**src/rtl/hyper_ctrl.sv**
```systemverilog
// Hypervisor register window ($D640-$D67F): user-state register file, user-mode write trap,
// and a restore sequencer that replays R0..R(N-1) to the CPU when the hypervisor exits.
module hyper_ctrl #(
    parameter logic [5:0] EXIT_OFFSET   = 6'h3F,
    parameter int         NUM_USER_REGS = 16
) (
    input  logic       clk,
    input  logic       reset,
    input  logic       hyper_cs,
    input  logic [7:0] hyper_addr,
    input  logic [7:0] hyper_io_data_i,
    input  logic       cpu_write,
    input  logic       ready,
    input  logic       hyper_mode,
    output logic [7:0] hyper_data_o,
    output logic       hyp,
    output logic       load_user_reg,
    output logic [7:0] user_mapper_reg
);

    localparam int               IDX_W       = (NUM_USER_REGS > 1) ? $clog2(NUM_USER_REGS) : 1;
    localparam logic [IDX_W-1:0] LAST_IDX    = IDX_W'(NUM_USER_REGS - 1);
    localparam logic [6:0]       NUM_REGS_7  = 7'(NUM_USER_REGS);
    localparam logic [5:0]       TRAP_ID_OFF = 6'h10;

    typedef enum logic {
        S_IDLE,
        S_RESTORE
    } seq_state_e;

    // Sequencer state and its registered outputs
    seq_state_e       state_q;
    logic [IDX_W-1:0] idx_q;
    logic [IDX_W-1:0] idx_inc;
    logic             load_q;
    logic [7:0]       mapper_q;

    // Register window state
    logic [7:0] user_q [NUM_USER_REGS];
    logic [7:0] trap_id_q, trap_id_d;
    logic       hyp_q, hyp_d;
    logic [7:0] rd_data_q, rd_data_d;

    // Bus decode
    logic [5:0]       offset;
    logic [IDX_W-1:0] reg_sel;
    logic             is_user_off;
    logic             acc_wr;
    logic             acc_rd;
    logic             reg_wr;
    logic             exit_req;
    logic             unused_addr_hi;

    assign offset         = hyper_addr[5:0];
    assign reg_sel        = offset[IDX_W-1:0];
    assign is_user_off    = ({1'b0, offset} < NUM_REGS_7);
    assign acc_wr         = hyper_cs & ready & cpu_write;
    assign acc_rd         = hyper_cs & ready & ~cpu_write;
    assign unused_addr_hi = &{1'b0, hyper_addr[7:6]};

    // The register file is frozen while its contents are being replayed to the CPU.
    assign reg_wr   = acc_wr & hyper_mode & is_user_off & (state_q == S_IDLE);
    assign exit_req = acc_wr & hyper_mode & (offset == EXIT_OFFSET);
    assign idx_inc  = idx_q + 1'b1;

    assign hyper_data_o    = rd_data_q;
    assign hyp             = hyp_q;
    assign load_user_reg   = load_q;
    assign user_mapper_reg = mapper_q;

    always_comb begin
        rd_data_d = rd_data_q;
        if (acc_rd) begin
            if (is_user_off) begin
                rd_data_d = user_q[reg_sel];
            end else if (offset == TRAP_ID_OFF) begin
                rd_data_d = trap_id_q;
            end else begin
                rd_data_d = 8'h00;
            end
        end
    end

    // Any user-mode write traps; hyp drops on the first edge that sees hypervisor mode.
    always_comb begin
        hyp_d     = hyp_q;
        trap_id_d = trap_id_q;
        if (acc_wr && !hyper_mode) begin
            hyp_d     = 1'b1;
            trap_id_d = {2'b00, offset};
        end else if (hyper_mode) begin
            hyp_d = 1'b0;
        end
    end

    always_ff @(posedge clk) begin
        if (reset) begin
            rd_data_q <= 8'h00;
            hyp_q     <= 1'b0;
            trap_id_q <= 8'h00;
        end else begin
            rd_data_q <= rd_data_d;
            hyp_q     <= hyp_d;
            trap_id_q <= trap_id_d;
        end
    end

    // NOTE: the register file is reset element by element because software relies on
    // restoring all-zero user state after reset; a plain RAM without reset would not do.
    always_ff @(posedge clk) begin
        if (reset) begin
            for (int i = 0; i < NUM_USER_REGS; i++) begin
                user_q[i] <= 8'h00;
            end
        end else if (reg_wr) begin
            user_q[reg_sel] <= hyper_io_data_i;
        end
    end

    // Restore sequencer: outputs are registered alongside the state so that
    // user_mapper_reg always presents the register addressed by the current index.
    always_ff @(posedge clk) begin
        if (reset) begin
            state_q  <= S_IDLE;
            idx_q    <= '0;
            load_q   <= 1'b0;
            mapper_q <= 8'h00;
        end else begin
            case (state_q)
                S_IDLE: begin
                    if (exit_req) begin
                        state_q  <= S_RESTORE;
                        idx_q    <= '0;
                        load_q   <= 1'b1;
                        mapper_q <= user_q[0];
                    end
                end
                S_RESTORE: begin
                    if (ready) begin
                        if (idx_q == LAST_IDX) begin
                            state_q  <= S_IDLE;
                            idx_q    <= '0;
                            load_q   <= 1'b0;
                            mapper_q <= 8'h00;
                        end else begin
                            idx_q    <= idx_inc;
                            mapper_q <= user_q[idx_inc];
                        end
                    end
                end
                default: begin
                    state_q  <= S_IDLE;
                    idx_q    <= '0;
                    load_q   <= 1'b0;
                    mapper_q <= 8'h00;
                end
            endcase
        end
    end

endmodule

```
**config.mk**
```make
export PLATFORM = sky130hd
export DESIGN_NAME = hyper_ctrl
export DESIGN_NICKNAME = d
export VERILOG_FILES = /design/src/rtl/hyper_ctrl.sv
export SDC_FILE = /design/constraint.sdc
export NUM_CORES = 1
export LEC_CHECK = 0
export CORE_ASPECT_RATIO = 1.5
export CORE_UTILIZATION = 65
export DETAILED_ROUTE_END_ITERATION = 6
export HOLD_SLACK_MARGIN = 0.02
export PLACE_DENSITY = 0.87
export REMOVE_ABC_BUFFERS = 1
export SKIP_CTS_REPAIR_TIMING = 1
export SLEW_MARGIN = 20
export SYNTH_ARGS = -nofsm -noshare
export SYNTH_HDL_FRONTEND = slang
export SYNTH_SLANG_ARGS = --single-unit
```
**constraint.sdc**
```tcl
create_clock -name clk -period 4.05 [get_ports clk]
set_input_delay 0.6075 -clock clk [delete_from_list [all_inputs] [get_ports clk]]
set_output_delay 0.6075 -clock clk [all_outputs]
set_load 0.01 [all_outputs]
```
# After elaboration in Yosys (flattened, before gate mapping)
# Memory sizes are Yosys's and may differ from the RTL's.
# Index checks and enable logic that the tools add are counted.
[totals]
register_bits = 29
ram_bits = 128
in_bits = 22
out_inout_bits = 18
wordCells = 59
n_memories = 1
[op_classes]
add_sub_neg = 1
order_cmp = 1
eq_ne = 6
mux = 28
n_bitwise = 9
reduce_logical = 6
[mem_list]
columns = ["name", "words", "word_bits", "read_ports", "rd_clocked_by_memory_dff", "wr", "line_no", "rtl"]
rows = [
  ["user_q", 16, 8, 3, 0, 16, "39", "logic [7:0] user_q [NUM_USER_REGS];"],
]
[ops]
columns = ["op", "count"]
rows = [
  ["8-bit 2-to-1 mux", 5],
  ["4-bit 2-to-1 mux", 4],
  ["8-bit case mux with 2 select lines", 1],
  ["1-bit 2-to-1 mux", 14],
  ["4-bit case mux with 2 select lines", 1],
  ["8-bit OR reduction", 1],
  ["1-bit AND", 7],
  ["6-bit by 5-bit == test with 1-bit output (second input constant)", 1],
  ["6-bit == test (second input constant)", 1],
  ["6-bit by 5-bit < comparator with 1-bit output (second input constant)", 1],
  ["6-bit 2-to-1 mux", 1],
  ["4-bit by 1-bit adder with 4-bit output (second input constant)", 1],
  ["4-bit == test (second input constant)", 1],
  ["2-bit != test (second input constant)", 2],
  ["1-bit case mux with 2 select lines", 2],
  ["3-bit AND reduction", 1],
  ["2-bit by 1-bit != test with 1-bit output (second input constant)", 1],
  ["1-bit NOT", 2],
  ["2-bit AND reduction", 1],
  ["2-bit nonzero test", 1],
  ["1-bit logical AND", 1],
  ["1-bit logical NOT", 1],
]

# Longest topological paths before layout
[logic_depth]
ltp_word = 10
ltp_mapped = 8
mapped_depth_nobuf = 6

# Least setup slack after synthesis
# OpenSTA, ideal clock, no wires.
[synth_path]
kind = "input port to flip-flop"
startpoint = "input port reset"
endpoint = "memory user_q[5][0], enable pin"
setup_ps = 309
arrival_time_ps = 1969
required_time_ps = 3741
path_slack_ps = 1772
cell_stages = 6
n_path_buf = 1
path_cell_list = "clkbuf_1 nor3_4 nand4_4 or3b_4 nor2_4 or2_2"
[synth_rtl]
columns = ["item", "line_no", "rtl"]
rows = [
  ["start, declared", "8", "input logic reset,"],
  ["end, declared", "39", ""],
]

==> results.txt <==
* Result of the run: completed
- TritonCTS built the clock tree.
- Post-DP HPWL: 15800 um
* Startpoint types: input port
- Global routing finished with a remaining overflow of 0.
- Along the worst path, the maximum fanout reaches 17.
* Relative max-transition margin: 18.4%
- Share of flip-flops with an asynchronous set or reset: 0%
- CTS saw 157 sinks.
- Before CTS, the worst setup slack after placement is 0.929 ns.
- In the final layout, the multi-input gates occupy 0.00385 mm^2.
- Setup repair after global routing missed its margin: no
- Share of the synthesized area in compound gates (AO/OA/AOI/OAI): 9.55%
- The slowest stage of the critical path belongs to the cell clkdlybuf4s50_1.
* Kind of path behind the tightest hold check: reg -> reg
* Required time of the critical path: 4.16 ns
- In the post-route analysis, the smallest setup slack over all paths is 1.27 ns.
- The synthesized netlist contains 52 unique library cells.
* Cell taking the most area after synthesis: edfxtp_1
- Static Leak: 3.46 nW
* Commonest register cell after synthesis: edfxtp_1
- Using the TritonRoute via totals, the vias-per-cell ratio works out to 6.99.
- In the final timing run, aggregate negative setup slack is 0 ns.
* Share of the synthesized area in the top cell type: 44.9%
* Data arrival time of the critical path: 2.89 ns
- Worst min-delay path startpoint: hyper_data_o[6]
- Clock network latency to the later pin of the worst-skew pair: 0.43 ns
- Critical path startpoint: hyper_addr[3]
- The worst register-to-register path has a depth of 6.
- The critical path goes through clkdlybuf4s50_1, or2_1, nor3_1, or2_2.
* Pins over their slew limit: 0
- After clock tree synthesis, the clock-pin slew on the worst setup and hold paths is 0.06 ns.
- The register with the most flip-flops in the layout has 128 of them.
- Worst r2r src: idx_q[1]
* Antenna violations before repair: 0
* Clock tree root buffer cell: clkbuf_16
* Longest Clk Path Bufs: 2
- Synthesis warning total: 0
- Detailed Route Iter0 Violations: 773
- Detailed-router iteration count before antenna repair: 7
* Clock buffers created by TritonCTS: 17
- Post-synthesis sequential area ratio: 51.7%
- Wirelength, routed: 23000 um
- The critical path is of the in -> reg type.
* First-pass GRT wire length: 33800 um
- The H-tree was split into 4 levels.
- The die covers 0.0136 mm^2.
- Setup violations remaining at the end of the flow were counted as 0.
* Register bit total from synthesis: 157
- At the end of the flow, the number of nets in the layout was 708.
- The total area inside the core boundary comes to 0.0129 mm^2.
- The count of endpoints failing hold in the final timing report came to 0.
- The routed layout has 5990 vias.
* Routability cong.: 0.988
- For this run, the slowest stage of the critical path takes 0.76 ns.
- Average wire per cell in the routed design: 26.8 um
- In the finished design, the share of the clock period the worst path needs comes to 68.6%.
- The area growth from synthesis to layout is 11.5%.
- Summing all flip-flop and latch instances after layout gives 0.00443 mm^2.
* Post-synthesis share of cell area spent on and, or, nand and nor gates: 19.5%
- Number of rows created at floorplan: 51
- Buffers and inverters on the worst path: 1
- Per-instance average area after synthesis: 13.0 um^2
* Syn Std Cell Area: 0.00856 mm^2
- In this run, synthesis inferred 128 flip-flops with an integrated enable.
- Slew @ Worst Pin: 1.22 ns
- Entering global routing, the biggest net connects 54 pins.
- Fraction of layout instances using a drive strength above 1: 19.5%
- Share of cell area taken by muxes after synthesis: 15.3%
- Number of antenna diodes: 0
- Number of design rule violations left after detail routing: 0
- Worst Hold Path Cells: 2
- Delay-heaviest family, CP: simple AND/OR/NAND/NOR gates
- After filler insertion, the fill cell instance count of the layout stands at 809.
* IR Drop Worst-Case VDD: 0.297 mV
- Vias in the first global route: 5795
- Clock skew: 0.0136 ns
- After Yosys synthesis, full adders, half adders and majority gates account for 0.146% of the synthesized area.
- Horizontal die dimension: 95.7 um
* Max-Cap Viols: 0
- Total number of cells along the worst setup path: 4
* Number of port buffers: 37
- The cell count after synthesis came out at 661.
- Largest family of logic cells by synthesized area: simple AND/OR/NAND/NOR gates
- Global routing used 35.7% of the available tracks across all layers.
* Starting density of the core: 66.4%
* Post-synthesis xor/xnor area fraction: 0.292%
- Top-level I/O count: 40
* Kind of end point of the critical path: flop
* Top cells by area in the synthesized netlist: edfxtp_1 45%, and2_1 7.7%, dfxtp_1 6.8%
* Highest clock frequency the design can meet: 360 MHz
- In this run the power density over the cells is 376 mW/mm^2.
* Die Y-Extent: 143 um
- Subtracting the final worst setup slack from the clock period gives 2.78 ns.
* Detail Route Antenna Nets: 0
[metal layers]
metal  track usage, %  part of all wire [%]  wire (um)  up-vias
met5                0                     0          0        -
met4             22.5                   6.6       1520        0
met3             8.07                   8.4       1930       83
met2             59.6                    51      11600      417
met1             40.8                    34       7900     2888
li1                 -                     -          -     2602
[layout by cell type (no fill, tap or decap), types with 17 or more instances in the layout]
cell             synthesis  final
a2111oi_0               19     19
a31oi_1                 23     23
and2_1                 105    105
and2_2                  24     24
clkbuf_16                0     17
clkdlybuf4s50_1          0     35
dfxtp_1                 29     28
edfxtp_1               128    128
mux2i_1                 30     30
mux4_1                  18     18
mux4_2                  24     24
nand2_1                 21     21
nor2_1                  26     26
nor2b_1                 23     23
or2_2                   18     18
[cell families after synthesis]
logic type	count (synthesis)
simple gates	268
flops	157
compound gates	107
mux	72
buf+inv	54
xor+xnor	2
fa+ha+maj	1
[cell usage after synthesis, types with 10 or more instances]
library cell / n
and2_1: 105
nor3_1: 11
a31oi_1: 23
buf_4: 10
mux4_2: 24
a21oi_1: 11
nor2_1: 26
a311oi_1: 11
or2_2: 18
mux4_1: 18
mux2i_1: 30
dfxtp_1: 29
edfxtp_1: 128
clkbuf_1: 20
nor2b_1: 23
and2_2: 24
nand2_1: 21
a2111oi_0: 19
[power breakdown]
part / switching [mW] / internal (mW) / total, mW / leakage, nW
registers: 0.0236 / 1.78 / 1.80 / 1.61
clock network: 0.679 / 0.876 / 1.55 / 0.272
logic: 0.149 / 0.0873 / 0.236 / 1.58
total: 0.852 / 2.74 / 3.59 / 3.46
[tightest hold or removal path: stages (launching register included)]
cell     delay [ns]
dfxtp_1        0.31
inv_1          0.04
o32ai_1        0.08
[path summary, 6_finish.rpt]
kind                                           end  slack [ns]
worst min register to register     hyper_data_o[6]        0.49
worst max-delay path                  user_q[0][0]        1.27
worst min-delay path               hyper_data_o[6]        0.49
worst max register to register  user_mapper_reg[2]        1.29
[cell type report]
class | instances | share of cell area [%]
clock inverter | 13 | 1.38
sequential | 157 | 46.3
inverter | 6 | 0.236
timing repair buffer | 53 | 5.03
tap | 159 | 2.08
multi-input combinational | 450 | 40.3
clock buffer | 19 | 4.64
[through the flow]
| step | cells | utilization [%] | total power [mW] | hold slack [ns] | area, um^2 |
|---|---|---|---|---|---|
| finish | 857 | 74.1 | 3.59 | 0.485 | 9550 |
| global route | 857 | 74.1 | 3.66 | 0.513 | 9550 |
| CTS | 857 | 74.1 | 3.58 | 0.486 | 9550 |
| detailed placement | 825 | 69.6 | 2.06 | 0.470 | 8970 |
| global placement | 825 | 69.6 | 2.04 | 0.462 | 8970 |
| floorplan | 613 | - | 1.93 | 0.446 | 8280 |
Power figures use the tool's default switching activity.
